===== config.mk =====
export PLATFORM = sky130hd
export DESIGN_NAME = hps_ps2_tx
export DESIGN_NICKNAME = d
export VERILOG_FILES = /design/src/rtl/hps_ps2_pkg.sv /design/src/rtl/hps_ps2_chan.sv /design/src/rtl/hps_ps2_tx.sv
export SDC_FILE = /design/constraint.sdc
export NUM_CORES = 1
export LEC_CHECK = 0
export CORE_ASPECT_RATIO = 0.8
export CORE_UTILIZATION = 61
export CTS_BUF_LIST = sky130_fd_sc_hd__clkbuf_4 sky130_fd_sc_hd__clkbuf_8 sky130_fd_sc_hd__clkbuf_16
export CTS_CLUSTER_DIAMETER = 40
export DETAILED_ROUTE_END_ITERATION = 12
export PLACE_DENSITY = 0.79
export SYNTH_ARGS = -nofsm -noshare
export SYNTH_HDL_FRONTEND = slang
export SYNTH_SLANG_ARGS = --single-unit
export TNS_END_PERCENT = 10

===== constraint.sdc =====
create_clock -name clk_sys -period 3.14 [get_ports clk_sys]
set_input_delay 0.785 -clock clk_sys [delete_from_list [all_inputs] [get_ports clk_sys]]
set_output_delay 0.785 -clock clk_sys [all_outputs]
set_load 0.1 [all_outputs]

===== src/rtl/hps_ps2_pkg.sv =====
// Shared FSM encoding and width helper for the multi-channel PS/2 transmitter.
package hps_ps2_pkg;

   localparam int STATE_W = 4;

   typedef enum logic [STATE_W-1:0] {
      ST_IDLE = 4'd0,
      ST_BIT0 = 4'd1,
      ST_BIT1 = 4'd2,
      ST_BIT2 = 4'd3,
      ST_BIT3 = 4'd4,
      ST_BIT4 = 4'd5,
      ST_BIT5 = 4'd6,
      ST_BIT6 = 4'd7,
      ST_BIT7 = 4'd8,
      ST_PAR  = 4'd9,
      ST_STOP = 4'd10,
      ST_DONE = 4'd11
   } state_e;

   function automatic int chan_w(input int channels);
      return (channels > 1) ? $clog2(channels) : 1;
   endfunction

endpackage


===== src/rtl/hps_ps2_chan.sv =====
// One PS/2 transmit channel: byte FIFO plus frame shifter/FSM stepped by the shared tick.
module hps_ps2_chan
   import hps_ps2_pkg::*;
#(
   parameter int FIFO_BITS = 3
) (
   input  logic       clk_sys,
   input  logic       reset,
   input  logic       tick_i,
   input  logic       clk_ps2_i,
   input  logic       inhibit_i,
   input  logic       push_i,
   input  logic [7:0] push_data_i,
   output logic       full_o,
   output logic       drop_o,
   output logic       ps2_clk_o,
   output logic       ps2_data_o
);

   localparam int DEPTH = 1 << FIFO_BITS;
   localparam logic [FIFO_BITS:0] DEPTH_C = (FIFO_BITS + 1)'(DEPTH);

   logic [7:0]           mem_q [DEPTH];
   logic [FIFO_BITS-1:0] wptr_q, wptr_d, rptr_q, rptr_d;
   logic [FIFO_BITS:0]   count_q, count_d;
   logic                 full_q;
   state_e               state_q, state_d;
   logic [7:0]           shift_q, shift_d;
   logic                 par_q, par_d, data_q, data_d;
   logic                 fifo_full, push_ok, pop;

   // Fullness is judged on the pre-pop count, so a same-cycle push and pop drops the byte.
   assign fifo_full = (count_q == DEPTH_C);
   assign push_ok   = push_i & ~fifo_full;
   assign drop_o    = push_i & fifo_full;

   // NOTE: FIFO storage carries no reset; only pointers and count define its contents.
   always_ff @(posedge clk_sys) begin
      if (push_ok) mem_q[wptr_q] <= push_data_i;
   end

   // NOTE: every always_comb output gets a default first so no latch is inferred.
   always_comb begin
      state_d = state_q;
      shift_d = shift_q;
      par_d   = par_q;
      data_d  = data_q;
      pop     = 1'b0;
      if (tick_i) begin
         if (inhibit_i && (state_q >= ST_BIT0) && (state_q <= ST_PAR)) begin
            state_d = ST_IDLE;
            data_d  = 1'b1;
         end else begin
            case (state_q)
               ST_IDLE: begin
                  if ((count_q != '0) && !inhibit_i) begin
                     shift_d = mem_q[rptr_q];
                     par_d   = 1'b1;
                     data_d  = 1'b0;
                     state_d = ST_BIT0;
                  end
               end
               ST_PAR: begin
                  data_d  = par_q;
                  state_d = ST_STOP;
               end
               ST_STOP: begin
                  data_d  = 1'b1;
                  state_d = ST_DONE;
               end
               ST_DONE: begin
                  pop     = 1'b1;
                  state_d = ST_IDLE;
               end
               default: begin
                  data_d  = shift_q[0];
                  shift_d = {1'b0, shift_q[7:1]};
                  par_d   = par_q ^ shift_q[0];
                  state_d = state_e'(state_q + STATE_W'(1));
               end
            endcase
         end
      end
      wptr_d  = wptr_q + FIFO_BITS'(push_ok);
      rptr_d  = rptr_q + FIFO_BITS'(pop);
      count_d = count_q + (FIFO_BITS + 1)'(push_ok) - (FIFO_BITS + 1)'(pop);
   end

   // NOTE: state registers use non-blocking assignments only.
   always_ff @(posedge clk_sys) begin
      if (reset) begin
         state_q <= ST_IDLE;
         shift_q <= '0;
         par_q   <= 1'b1;
         data_q  <= 1'b1;
         wptr_q  <= '0;
         rptr_q  <= '0;
         count_q <= '0;
         full_q  <= 1'b0;
      end else begin
         state_q <= state_d;
         shift_q <= shift_d;
         par_q   <= par_d;
         data_q  <= data_d;
         wptr_q  <= wptr_d;
         rptr_q  <= rptr_d;
         count_q <= count_d;
         full_q  <= (count_d == DEPTH_C);
      end
   end

   assign full_o     = full_q;
   assign ps2_clk_o  = clk_ps2_i | (state_q == ST_IDLE);
   assign ps2_data_o = data_q;

endmodule


===== src/rtl/hps_ps2_tx.sv =====
// Multi-channel PS/2 device-side transmitter: shared clock divider/tick, write decode, channels.
// Optional host-inhibit sensing on ps2_clk_in is enabled by defining HPS_PS2_INHIBIT_EN.
module hps_ps2_tx
   import hps_ps2_pkg::*;
#(
   parameter int CHANNELS  = 2,
   parameter int FIFO_BITS = 3,
   parameter int PS2DIV    = 1000
) (
   input  logic                          clk_sys,
   input  logic                          reset,
   input  logic                          wr,
   input  logic [chan_w(CHANNELS)-1:0]   wr_ch,
   input  logic [7:0]                    wr_data,
   output logic [CHANNELS-1:0]           full,
   output logic [CHANNELS-1:0]           overflow,
   input  logic                          ovf_clr,
   output logic [CHANNELS-1:0]           ps2_clk,
   output logic [CHANNELS-1:0]           ps2_data,
   input  logic [CHANNELS-1:0]           ps2_clk_in
);

   localparam int CW    = chan_w(CHANNELS);
   localparam int CNT_W = (PS2DIV > 0) ? $clog2(PS2DIV + 1) : 1;

   logic [CNT_W-1:0]    cnt_q, cnt_d;
   logic                clk_ps2_q, clk_ps2_d, tick_q, tick_d, wrap;
   logic [CHANNELS-1:0] overflow_q, overflow_d, drop, push, inhibit;

   always_comb begin
      wrap       = (cnt_q == CNT_W'(PS2DIV));
      cnt_d      = wrap ? '0 : cnt_q + CNT_W'(1);
      clk_ps2_d  = clk_ps2_q ^ wrap;
      tick_d     = wrap & ~clk_ps2_q;
      // A drop in the same cycle as a clear wins.
      overflow_d = (overflow_q & ~{CHANNELS{ovf_clr}}) | drop;
   end

   always_ff @(posedge clk_sys) begin
      if (reset) begin
         cnt_q      <= '0;
         clk_ps2_q  <= 1'b0;
         tick_q     <= 1'b0;
         overflow_q <= '0;
      end else begin
         cnt_q      <= cnt_d;
         clk_ps2_q  <= clk_ps2_d;
         tick_q     <= tick_d;
         overflow_q <= overflow_d;
      end
   end

`ifdef HPS_PS2_INHIBIT_EN
   logic [CHANNELS-1:0] sync1_q, sync2_q;

   always_ff @(posedge clk_sys) begin
      if (reset) begin
         sync1_q <= '1;
         sync2_q <= '1;
      end else begin
         sync1_q <= ps2_clk_in;
         sync2_q <= sync1_q;
      end
   end

   assign inhibit = ~sync2_q;
`else
   logic unused_inhibit;
   assign unused_inhibit = &ps2_clk_in;
   assign inhibit        = '0;
`endif

   assign overflow = overflow_q;

   for (genvar i = 0; i < CHANNELS; i++) begin : g_chan
      assign push[i] = wr && (wr_ch == CW'(i));

      hps_ps2_chan #(
         .FIFO_BITS (FIFO_BITS)
      ) u_chan (
         .clk_sys     (clk_sys),
         .reset       (reset),
         .tick_i      (tick_q),
         .clk_ps2_i   (clk_ps2_q),
         .inhibit_i   (inhibit[i]),
         .push_i      (push[i]),
         .push_data_i (wr_data),
         .full_o      (full[i]),
         .drop_o      (drop[i]),
         .ps2_clk_o   (ps2_clk[i]),
         .ps2_data_o  (ps2_data[i])
      );
   end

endmodule


==> summary.md, run 1 <==
| Metric | Value |
|---|---|
| Worst Min Path Start | `g_chan[0].u_chan.shift_q[7]$_SDFFE_PP0P_` |
| Count of pins over their slew limit | `0` |
| Via count of the first global-routing pass | `between 4,000 and 5,000` |
| Peak fanout along the critical path | `4` |
| Hold-fix buffers at CTS | `0` |
| Synth Register Bits | `between 150 and 200` |
| Mean number of vias per cell | `~6` |
| Largest net degree at the start of global routing | `32` |
| Initial antenna violation count | `0` |
| Count of port buffers added during placement | `20` |
| Starting DRC count in detailed routing | `464` |
| Overall die width | `~130 microns` |
| Worst setup path start | `g_chan[1].u_chan.state_q[0]$_SDFFE_PP0P_` |
| Routability Congestion | `roughly 0.86` |
| Yosys top cell area share | `a little under half` |
| Register area share after synthesis | `between 60% and 70%` |
| Maximum frequency from static timing analysis | `slightly below 400 MHz` |
| Final setup violation count | `0` |
| CTS max path bufs | `2` |
| Worst rel slew slack | `between 40% and 50%` |
| Clock transition at path regs | `around 0.070 ns` |
| Latest clock arrival within the worst-skew pair | `0.43 ns` |
| Remaining antenna violation count after routing | `0` |
| Path depth of the worst reg2reg path | `11` |
| Clock tree root buffer cell | `sky130_fd_sc_hd__clkbuf_16` |
| NumNets Final | `around 670` |
| Leading cell type in the layout, fill and taps excluded | `sky130_fd_sc_hd__edfxtp_1` |
| EDFF count, synth | `about 130` |
| RSZ-0062 raised after global routing | `false` |
| Static Leakage | `around 0.0033 uW` |
| DRC violations left | `0` |
| Required time of the critical path | `about 2.4 ns` |
| Maximum clock skew at final layout | `approximately 0.021 ns` |
| Reg-to-reg startpoint | `g_chan[1].u_chan.state_q[1]$_SDFFE_PP0P_` |
| Area growth from synthesis to final layout | `11.51%` |
| Main area contributors after synthesis | `sky130_fd_sc_hd__edfxtp_1, sky130_fd_sc_hd__dfxtp_1, sky130_fd_sc_hd__mux4_2, sky130_fd_sc_hd__mux4_1, sky130_fd_sc_hd__ha_1` |
| Number of buffers inserted to repair setup after CTS | `0` |
| Worst hold endpoint | `g_chan[0].u_chan.shift_q[7]$_SDFFE_PP0P_` |
| Floorplan Core Area | `about 13,000 sq um` |
| Worst Tran Pin Value | `~0.77 ns` |
| Critical path data arrival time | `around 1.8 ns` |
| Post-synthesis cell type count | `60` |
| Post-route core utilization | `70.97%` |
| GRT Util Overall | `between 20% and 30%` |
| Number of buffers created by CTS | `17` |
| Number of H-tree levels | `4` |
| Initial standard-cell utilization of the core | `around 64%` |
| Worst setup slack for register-to-register paths | `~0.71 ns` |
| Status | `complete, no violations` |
| Wire length of the first global-routing pass | `about 25,000 microns` |
| Warning count from the yosys run | `0` |
| Start-to-end type of the worst setup path | `reg2out` |
| Worst-case vdd ir drop | `approximately 0.00043 V` |
| Most frequent cells in the layout | `sky130_fd_sc_hd__edfxtp_1, sky130_fd_sc_hd__dfxtp_1, sky130_fd_sc_hd__nor2_1` |
| Mean area per synthesized cell | `14.23 sq um` |
| Share of the clock period used by the worst path | `roughly 83%` |
| DPL Wire Length | `between 10,000 and 15,000 microns` |
| Remaining Overflow, GRT | `0` |
| Clock tree from TritonCTS | `built` |
| Share of flip-flops with an asynchronous set or reset after synthesis | `0%` |
| Setup TNS | `0 ns` |
| Clock sink count | `around 190` |
| Cell depth of the worst min-delay path | `2` |
| Drt wl/cell | `18.90 microns` |
| Shortest period the worst path allows | `around 2.6 ns` |
| Most instantiated flip-flop cell in the synthesis netlist | `sky130_fd_sc_hd__edfxtp_1` |
| Nature of the critical path startpoint | `flop` |
| Count of antenna diodes in the layout | `0` |
| Final-layout fill cell count | `~840` |
| Detailed-routing iteration count for the pre-antenna-repair pass | `8` |
| Chip height | `around 110 microns` |
| Vias | `around 4,800` |
| Final Hold Violating Endpoints | `0` |
| Total wire length | `around 15,000 microns` |
| Dominant cell type by area after synthesis | `sky130_fd_sc_hd__edfxtp_1` |
| Synthesized Nets | `between 600 and 700` |
| Worst reg2reg endpoint | `g_chan[1].u_chan.full_o$_SDFF_PP0_` |
| Layout cells sized above 1 | `roughly 17%` |
| Syn Std Cell Area | `8338 sq um` |
| Mapped Cells | `~590` |
| Number of top-level design ports | `23` |
| Element type at the critical path end | `primary output` |
| Max-capacitance violation count | `0` |
| Cell row count | `37` |
| Worst hold path type | `reg2reg` |
| Power per Cell Area | `563.5 nW/um^2` |
| Number of gates resized after CTS | `0` |
| Area enclosed by the die boundary | `approximately 14,000 sq um` |
power breakdown:
part           switching, uW  internal (uW)  leakage [uW]  total (uW)
registers               35.9           2770       0.00167        2810
clock network            894           1080      0.000260        1980
logic                    276            180       0.00132         456
per-stage QoR:
stage	total power, uW	hold WS (ns)	instance area, sq um	instances	setup WS (ns)
after floorplan	3177	0.4340	8338	586	0.7275
after global placement	3286	0.4511	8752	775	0.3406
after detailed placement	3313	0.4683	8752	775	0.2860
after CTS	5273	0.4831	9298	807	0.5372
after global routing	5417	0.5025	9298	807	0.4777
final	5239	0.4780	9298	807	0.5452
sequential cells by signal (all words and copies together), names as in the netlist:
name,cells
clk_ps2_q,1
cnt_q,10
g_chan.u_chan.count_q,8
g_chan.u_chan.full_o,2
g_chan.u_chan.mem_q,128
g_chan.u_chan.par_q,2
g_chan.u_chan.ps2_data_o,2
g_chan.u_chan.rptr_q,6
g_chan.u_chan.shift_q,16
g_chan.u_chan.state_q,8
g_chan.u_chan.wptr_q,6
overflow,2
tick_q,1
how the worst max path moves through the flow:
stage,end,slack [ns],cells past startpoint
final,ps2_clk[1],0.55,5
after global routing,ps2_clk[1],0.48,5
after CTS,ps2_clk[1],0.54,5
after detailed placement,g_chan[1].u_chan.full_o$_SDFF_PP0_,0.29,9
after global placement,g_chan[1].u_chan.full_o$_SDFF_PP0_,0.34,9
after floorplan,ps2_clk[1],0.73,7
cell usage after synthesis, drive strengths merged, types with 14 or more instances:
library cell	n
mux2i	15
nand2b	15
mux4	32
ha	29
clkbuf	14
inv	25
edfxtp	128
o21ai	18
nor2	45
and3	14
nand2	25
buf	16
dfxtp	64
a21oi	15
cell type report:
cell class,instances,area (sq um),share of cell area [%]
clock buffers,17,425.4,4.575
clock inverters,15,120.1,1.292
inverters,25,93.84,1.009
multi-input cells,339,2934,31.56
flip-flops and latches,192,5125,55.12
well taps,175,219.0,2.355
repair buffers,44,380.4,4.091
critical path, cell delays in order, from the launching register on:
cell and delay, ns:
sky130_fd_sc_hd__dfxtp_1 0.35, sky130_fd_sc_hd__inv_1 0.13, sky130_fd_sc_hd__ha_1 0.18, sky130_fd_sc_hd__or3b_1 0.40, sky130_fd_sc_hd__nand2_1 0.14, sky130_fd_sc_hd__buf_12 0.18
logic make-up after synthesis:
kind of cell,share of synthesized area [%]
AOI/OAI and AO/OA,5.852
xor gates and xnor gates,1.786
adders and majority gates,4.832
buffers and inverters,3.346
DFF,61.46
muxes,12.29
and+or+nand+nor,10.43
metal layers:
metal,GRT usage [%],up-vias,routed length (microns)
met5,0,-,0
met4,6.979,0,76
met3,4.823,5,630
met2,39.51,112,7770
met1,30.57,2394,6776
li1,-,2267,-
Note: power is estimated with default switching activity, not from simulation.
==> inputs of run 2 (changes only) <==
==> constraint.sdc (replaced) <==
create_clock -name clk_sys -period 2.7 [get_ports clk_sys]
set_input_delay 0.675 -clock clk_sys [delete_from_list [all_inputs] [get_ports clk_sys]]
set_output_delay 0.675 -clock clk_sys [all_outputs]
set_load 0.1 [all_outputs]
==> run 2 against run 1 <==
Final cell count is 0.37% higher. Via count up 2.4%. Clock power is 29% higher. Non-clock buffer count up 4. Critical path depth stayed put. Final area rose by 0.89%. Clock skew fell by 0.013 ns. Flip-flop and latch count unchanged. Core utilization grew 0.63 points. Critical path type unchanged.
==> summary.md, run 2 (synthesized netlist as in run 1, its figures left out) <==
| Metric | Value |
|---|---|
| Status | `complete, no violations` |
| Cell row count | `37 (unchanged)` |
| Largest regs | `g_chan.u_chan.mem_q x128, g_chan.u_chan.shift_q x16, cnt_q x10` |
| Chip height | `106.6 microns (unchanged)` |
| Worst hold path type | `reg2reg` |
| Initial standard-cell utilization of the core | `63.64% (unchanged)` |
| Met2 routed wirelength | `8251 microns (+6.2%)` |
| DRT met1 WL | `6581 microns (-2.9%)` |
| Share of total power in combinational logic | `8.5% (-0.2 points)` |
| Proportion of total power due to net switching | `22.82% (-0.19 points)` |
| Post-placement setup slack | `0.03464 ns (-0.2514 ns)` |
| Sequential cell fraction of total power | `51.2% (-2.3 points)` |
| Share of the clock period used by the worst path | `92.92%` |
| Number of top-level design ports | `23 (unchanged)` |
| Total wire length | `15,970 microns (+4.7%)` |
| Vias | `4,892 (+2.4%)` |
| Top register by number of flip-flops | `g_chan.u_chan.mem_q` |
| Final setup violation count | `0 (unchanged)` |
| Number of buffers created by CTS | `17 (unchanged)` |
| Total length of routed met3 wires | `913 microns (+45%)` |
| Worst setup slack for register-to-register paths | `0.30 ns (-0.41 ns)` |
| Via count of the first global-routing pass | `4,973 (+1.9%)` |
| Area enclosed by the die boundary | `14,140 sq um (unchanged)` |
| Max incr delay on CP | `0.41 ns (about the same)` |
| Final critical-path setup slack | `0.1912 ns (-0.3540 ns)` |
| Remaining Overflow, GRT | `0 (unchanged)` |
| Worst-case vdd ir drop | `0.0005273 V (+22%)` |
| Critical path, cell by cell | `inv_1 -> ha_1 -> or3b_1 -> nand2_1 -> buf_12` |
| Clock sink count | `192 (unchanged)` |
| Area growth from synthesis to final layout | `12.50%` |
| Overall die width | `132.7 microns (unchanged)` |
| Number of gates resized after CTS | `0 (unchanged)` |
| Highest metal layer with signal wires | `met4` |
| Floorplan Core Area | `13,100 sq um (unchanged)` |
| Leading cell type in the layout, fill and taps excluded | `sky130_fd_sc_hd__edfxtp_1` |
| Count of antenna diodes in the layout | `0 (unchanged)` |
| Routability Congestion | `0.8429 (-1.4%)` |
| CTS max path bufs | `2 (unchanged)` |
| Count of pins over their slew limit | `0 (unchanged)` |
| Critical path data arrival time | `1.83 ns (+0.02 ns)` |
| Reg-to-reg startpoint | `g_chan[1].u_chan.state_q[1]$_SDFFE_PP0P_` |
| Worst rel slew slack | `56.52% (+8.2 points)` |
| Detailed-routing iteration count for the pre-antenna-repair pass | `6 (-2)` |
| Start-to-end type of the worst setup path | `reg2out` |
| Power per Cell Area | `678.6 nW/um^2 (+20%)` |
| Clock Power Share | `40.3% (+2.5 points)` |
| Mean number of vias per cell | `6.040 (+2.0%)` |
| Net switching power | `1452 uW (+20%)` |
| Number of buffers inserted to repair setup after CTS | `0 (unchanged)` |
| NumNets Final | `669 (+0.60%)` |
| FF+latch area | `5125 sq um (unchanged)` |
| Latest clock arrival within the worst-skew pair | `0.43 ns (about the same)` |
| Worst Min Path Start | `overflow[0]$_SDFF_PP0_` |
| GRT Util Overall | `24.60% (+1.3 points)` |
| Drt wl/cell | `19.72 microns (+4.3%)` |
| Final-layout fill cell count | `818 (-2.2%)` |
| Worst Tran Pin Value | `0.6501 ns (-0.1238 ns)` |
| Overall power of the completed layout | `6365 uW (+21%)` |
| Static Leakage | `0.003299 uW (+1.4%)` |
| DRC violations left | `0 (unchanged)` |
| Remaining antenna violation count after routing | `0 (unchanged)` |
| Max-capacitance violation count | `0 (unchanged)` |
| Clock tree from TritonCTS | `built` |
| Area taken by multi-input logic gates | `2934 sq um (unchanged)` |
| Required time of the critical path | `2.03 ns (-0.32 ns)` |
| Layout cells sized above 1 | `17.64% (+1.0 points)` |
| Maximum clock skew at final layout | `0.008030 ns (-0.01282 ns)` |
| Initial antenna violation count | `0 (unchanged)` |
| Peak fanout along the critical path | `4 (unchanged)` |
| Hold-fix buffers at CTS | `0 (unchanged)` |
| Starting DRC count in detailed routing | `382 (-18%)` |
| Clock tree root buffer cell | `sky130_fd_sc_hd__clkbuf_16` |
| Number of H-tree levels | `4 (unchanged)` |
| Wire length of the first global-routing pass | `25,720 microns (+4.7%)` |
| Clock transition at path regs | `0.07 ns (about the same)` |
| RSZ-0062 raised after global routing | `false` |
| Element type at the critical path end | `primary output` |
| DPL Wire Length | `10,720 microns (+4.8%)` |
| Worst setup path start | `g_chan[1].u_chan.state_q[0]$_SDFFE_PP0P_` |
| Maximum frequency from static timing analysis | `398.6 MHz` |
| Number of flip-flops under the largest register name | `128 (unchanged)` |
| Shortest period the worst path allows | `2.509 ns` |
| Final Hold Violating Endpoints | `0 (unchanged)` |
| Setup TNS | `0 ns (unchanged)` |
| Count of port buffers added during placement | `20 (unchanged)` |
| Most frequent cells in the layout | `sky130_fd_sc_hd__edfxtp_1, sky130_fd_sc_hd__dfxtp_1, sky130_fd_sc_hd__nor2_1` |
| Internal power | `4913 uW (+22%)` |
| Nature of the critical path startpoint | `flop` |
| Largest net degree at the start of global routing | `51 (+59%)` |
| CP max-delay cell | `sky130_fd_sc_hd__or3b_1` |
run 2: cell types whose count changed in the layout (fill, tap and decap cells not counted), sizes merged:
cell and change:
clkinvlp +1, bufinv +2, clkinv -8, inv +2, buf +4, clkbuf +2
run 2: cell type report:
type,instances,area share (%)
multi-input combinational,339,31.28
sequential,192,54.64
timing repair buffer,48,4.375
inverter,25,1.000
clock inverter,12,1.681
clock buffer,19,4.695
tap,175,2.334
run 2: power by group through the flow:
stage	clock network, uW	logic (uW)	registers, uW
global route	2710	593	3270
global placement	0	509	3320
CTS	2590	548	3260
floorplan	0	369	3330
finish	2560	543	3260
detailed placement	0	540	3320
run 2: critical path, delay by kind of cell, from the launching register on:
family        cells  cell delay [ns]
buf+inv           2             0.30
fa+ha+maj         1             0.21
simple gates      2             0.55
flops             1             0.35
run 2: metal layers:
metal | vias to the layer above | global-route usage (%)
met5 | - | 0
met4 | 0 | 9.031
met3 | 17 | 4.775
met2 | 138 | 42.26
met1 | 2468 | 31.39
li1 | 2269 | -
run 2: through the flow:
| step | hold slack (ns) | std cells | util, % | cell area [sq um] |
|---|---|---|---|---|
| finish | 0.4733 | 810 | 71.60 | 9380 |
| global route | 0.5057 | 810 | 71.60 | 9380 |
| CTS | 0.4748 | 810 | 71.60 | 9380 |
| detailed placement | 0.4540 | 779 | 67.03 | 8782 |
| global placement | 0.4482 | 779 | 67.03 | 8782 |
| floorplan | 0.4340 | 586 | - | 8338 |
run 2: path summary, 6_finish.rpt:
path,endpoint,cells past startpoint
max,ps2_clk[1],5
min,overflow[0]$_SDFF_PP0_,2
max reg2reg,g_chan[1].u_chan.full_o$_SDFF_PP0_,11
min reg2reg,overflow[0]$_SDFF_PP0_,2
==> inputs of run 3 (changes only) <==
--- a/config.mk
+++ b/config.mk
@@ -7,7 +7,7 @@
 export LEC_CHECK = 0
 export CORE_ASPECT_RATIO = 0.8
 export CORE_UTILIZATION = 61
-export CTS_BUF_LIST = sky130_fd_sc_hd__clkbuf_4 sky130_fd_sc_hd__clkbuf_8 sky130_fd_sc_hd__clkbuf_16
+export CTS_BUF_LIST = sky130_fd_sc_hd__clkbuf_16
 export CTS_CLUSTER_DIAMETER = 40
 export DETAILED_ROUTE_END_ITERATION = 12
 export PLACE_DENSITY = 0.79
==> run 3 against run 2 <==
Maximum frequency about the same. Clock skew about the same. Final cell count did not move. Combinational power barely moved. Count of clock-buffer cells in the layout down 2. Highest routed layer unchanged. Core utilization decreased by 0.057 points. Die area unchanged. Final area is essentially flat. Via count is 0.12% lower. Critical path type unchanged. Setup slack lost 0.0016 ns. Sequential power barely moved. First-iteration DRC count is 8.6% higher.
==> summary.md, run 3 (synthesized netlist as in run 1, its figures left out) <==
| Metric | Value |
|---|---|
| Status | `complete, no violations` |
| Largest regs | `g_chan.u_chan.mem_q x128, g_chan.u_chan.shift_q x16, cnt_q x10` |
| Total wire length | `16,010 microns (+0.23%)` |
| Worst setup path start | `g_chan[1].u_chan.state_q[0]$_SDFFE_PP0P_` |
| GRT Util Overall | `24.59% (about the same)` |
| Worst Setup EP | `ps2_clk[1]` |
| RSZ-0062 raised after global routing | `false` |
| Proportion of total power due to net switching | `22.97% (+0.15 points)` |
| Initial standard-cell utilization of the core | `63.64% (unchanged)` |
| Cell row count | `37 (unchanged)` |
| Detailed-routing iteration count for the pre-antenna-repair pass | `5 (-1)` |
| Starting DRC count in detailed routing | `415 (+8.6%)` |
| Via count of the first global-routing pass | `4,975 (+0.040%)` |
| Overall die width | `132.7 microns (unchanged)` |
| Nature of the critical path startpoint | `flop` |
| Final setup violation count | `0 (unchanged)` |
| Number of H-tree levels | `4 (unchanged)` |
| Remaining antenna violation count after routing | `0 (unchanged)` |
| Shortest period the worst path allows | `2.510 ns (+0.001644 ns)` |
| Clock sink count | `192 (unchanged)` |
| Number of buffers created by CTS | `17 (unchanged)` |
| Net switching power | `1457 uW (+0.28%)` |
| Reg-to-reg startpoint | `g_chan[1].u_chan.state_q[1]$_SDFFE_PP0P_` |
| Number of top-level design ports | `23 (unchanged)` |
| Number of gates resized after CTS | `0 (unchanged)` |
| Initial antenna violation count | `0 (unchanged)` |
| Hold-fix buffers at CTS | `0 (unchanged)` |
| Worst reg2reg endpoint | `g_chan[1].u_chan.full_o$_SDFF_PP0_` |
| Remaining Overflow, GRT | `0 (unchanged)` |
| Internal power | `4886 uW (-0.55%)` |
| Area enclosed by the die boundary | `14,140 sq um (unchanged)` |
| Clock transition at path regs | `0.07 ns (about the same)` |
| Critical path data arrival time | `1.84 ns (about the same)` |
| Most frequent cells in the layout | `sky130_fd_sc_hd__edfxtp_1, sky130_fd_sc_hd__dfxtp_1, sky130_fd_sc_hd__nor2_1` |
| Share of the clock period used by the worst path | `92.98% (about the same)` |
| Worst setup slack for register-to-register paths | `0.30 ns (about the same)` |
| Path depth of the worst reg2reg path | `11 (unchanged)` |
| NumNets Final | `669 (unchanged)` |
| CTS max path bufs | `2 (unchanged)` |
| Sequential cell fraction of total power | `51.4% (+0.2 points)` |
| Maximum frequency from static timing analysis | `398.3 MHz (about the same)` |
| Worst hold margin | `0.4732 ns (-0.00008200 ns)` |
| Number of flip-flops under the largest register name | `128 (unchanged)` |
| Worst hold path type | `reg2reg` |
| Clock tree root buffer cell | `sky130_fd_sc_hd__clkbuf_16` |
| Worst-case vdd ir drop | `0.0005277 V (about the same)` |
| Top register by number of flip-flops | `g_chan.u_chan.mem_q` |
| Leading cell type in the layout, fill and taps excluded | `sky130_fd_sc_hd__edfxtp_1` |
| Setup TNS | `0 ns (unchanged)` |
| Start-to-end type of the worst setup path | `reg2out` |
| Latest clock arrival within the worst-skew pair | `0.43 ns (about the same)` |
| Area growth from synthesis to final layout | `12.41% (about the same)` |
| Maximum clock skew at final layout | `0.007930 ns (-0.0001006 ns)` |
| Count of pins over their slew limit | `0 (unchanged)` |
| Count of port buffers added during placement | `20 (unchanged)` |
| DRC violations left | `0 (unchanged)` |
| Number of buffers inserted to repair setup after CTS | `0 (unchanged)` |
| Power per Cell Area | `676.6 nW/um^2 (-0.29%)` |
| Chip height | `106.6 microns (unchanged)` |
| Drt wl/cell | `19.77 microns (+0.23%)` |
| Worst rel slew slack | `57.97% (+1.4 points)` |
| Wire length of the first global-routing pass | `25,720 microns (unchanged)` |
| Floorplan Core Area | `13,100 sq um (unchanged)` |
| Required time of the critical path | `2.03 ns (about the same)` |
| Peak fanout along the critical path | `4 (unchanged)` |
| Layout cells sized above 1 | `17.32% (-0.31 points)` |
| Clock Power Share | `40.0% (-0.3 points)` |
| Max-capacitance violation count | `0 (unchanged)` |
| Routability Congestion | `0.8429 (unchanged)` |
| Largest net degree at the start of global routing | `51 (unchanged)` |
| Mean number of vias per cell | `6.032 (-0.12%)` |
| Count of antenna diodes in the layout | `0 (unchanged)` |
| Overall power of the completed layout | `6342 uW (-0.36%)` |
| Worst Tran Pin Value | `0.6285 ns (-0.02166 ns)` |
| Static Leakage | `0.003300 uW (about the same)` |
| DPL Wire Length | `10,720 microns (unchanged)` |
| Vias | `4,886 (-0.12%)` |
| Element type at the critical path end | `primary output` |
| Clock tree from TritonCTS | `built` |
| Final Hold Violating Endpoints | `0 (unchanged)` |
| Share of total power in combinational logic | `8.6% (about the same)` |
| Cell depth of the worst min-delay path | `2 (unchanged)` |
[run 3: changes by cell type in the layout (fill, tap and decap cells not counted), sizes merged]
cell    change
inv         +2
clkbuf      -2
[run 3: worst max-delay path, stage by stage, from the launching register on]
cell and delay [ns]:
sky130_fd_sc_hd__dfxtp_1 0.35, sky130_fd_sc_hd__inv_1 0.13, sky130_fd_sc_hd__ha_1 0.20, sky130_fd_sc_hd__or3b_1 0.41, sky130_fd_sc_hd__nand2_1 0.14, sky130_fd_sc_hd__buf_12 0.18
[run 3: worst min path at each step]
stage,from,end,slack [ns]
2_1_floorplan,g_chan[1].u_chan.shift_q[7]$_SDFFE_PP0P_,g_chan[1].u_chan.shift_q[7]$_SDFFE_PP0P_,0.43
3_3_place_gp,g_chan[1].u_chan.shift_q[7]$_SDFFE_PP0P_,g_chan[1].u_chan.shift_q[7]$_SDFFE_PP0P_,0.45
3_5_place_dp,g_chan[1].u_chan.shift_q[7]$_SDFFE_PP0P_,g_chan[1].u_chan.shift_q[7]$_SDFFE_PP0P_,0.45
4_1_cts,overflow[0]$_SDFF_PP0_,overflow[0]$_SDFF_PP0_,0.47
5_1_grt,overflow[0]$_SDFF_PP0_,overflow[0]$_SDFF_PP0_,0.51
6_report,overflow[0]$_SDFF_PP0_,overflow[0]$_SDFF_PP0_,0.47
[run 3: power groups by stage]
stage | Combinational (uW) | Sequential, uW | Clock, uW
finish | 545 | 3260 | 2540
global route | 593 | 3270 | 2680
CTS | 548 | 3260 | 2560
detailed placement | 540 | 3320 | 0
global placement | 509 | 3320 | 0
floorplan | 369 | 3330 | 0
[run 3: stage by stage]
stage,setup slack [ns],cell area (sq um),instances,util (%)
finish,0.1895,9373,810,71.54
global route,0.09793,9373,810,71.54
CTS,0.1885,9373,810,71.54
detailed placement,0.03464,8782,779,67.03
global placement,0.1194,8782,779,67.03
floorplan,0.3975,8338,586,-
[run 3: per-layer routing]
metal  vias to the layer above  GRT usage, %  wire [microns]
met5                         -             0               0
li1                       2270             -               -
met2                       123         42.26            8234
met1                      2470         31.29            6674
met3                        23         4.823             846
met4                         0         9.113             255
[run 3: cell type report]
class	instances	area (sq um)
fill	818	3729
multi-input combinational	339	2934
clock buffer	17	425.4
clock inverter	14	165.2
timing repair buffer	48	410.4
inverter	25	93.84
sequential	192	5125
tap	175	219.0
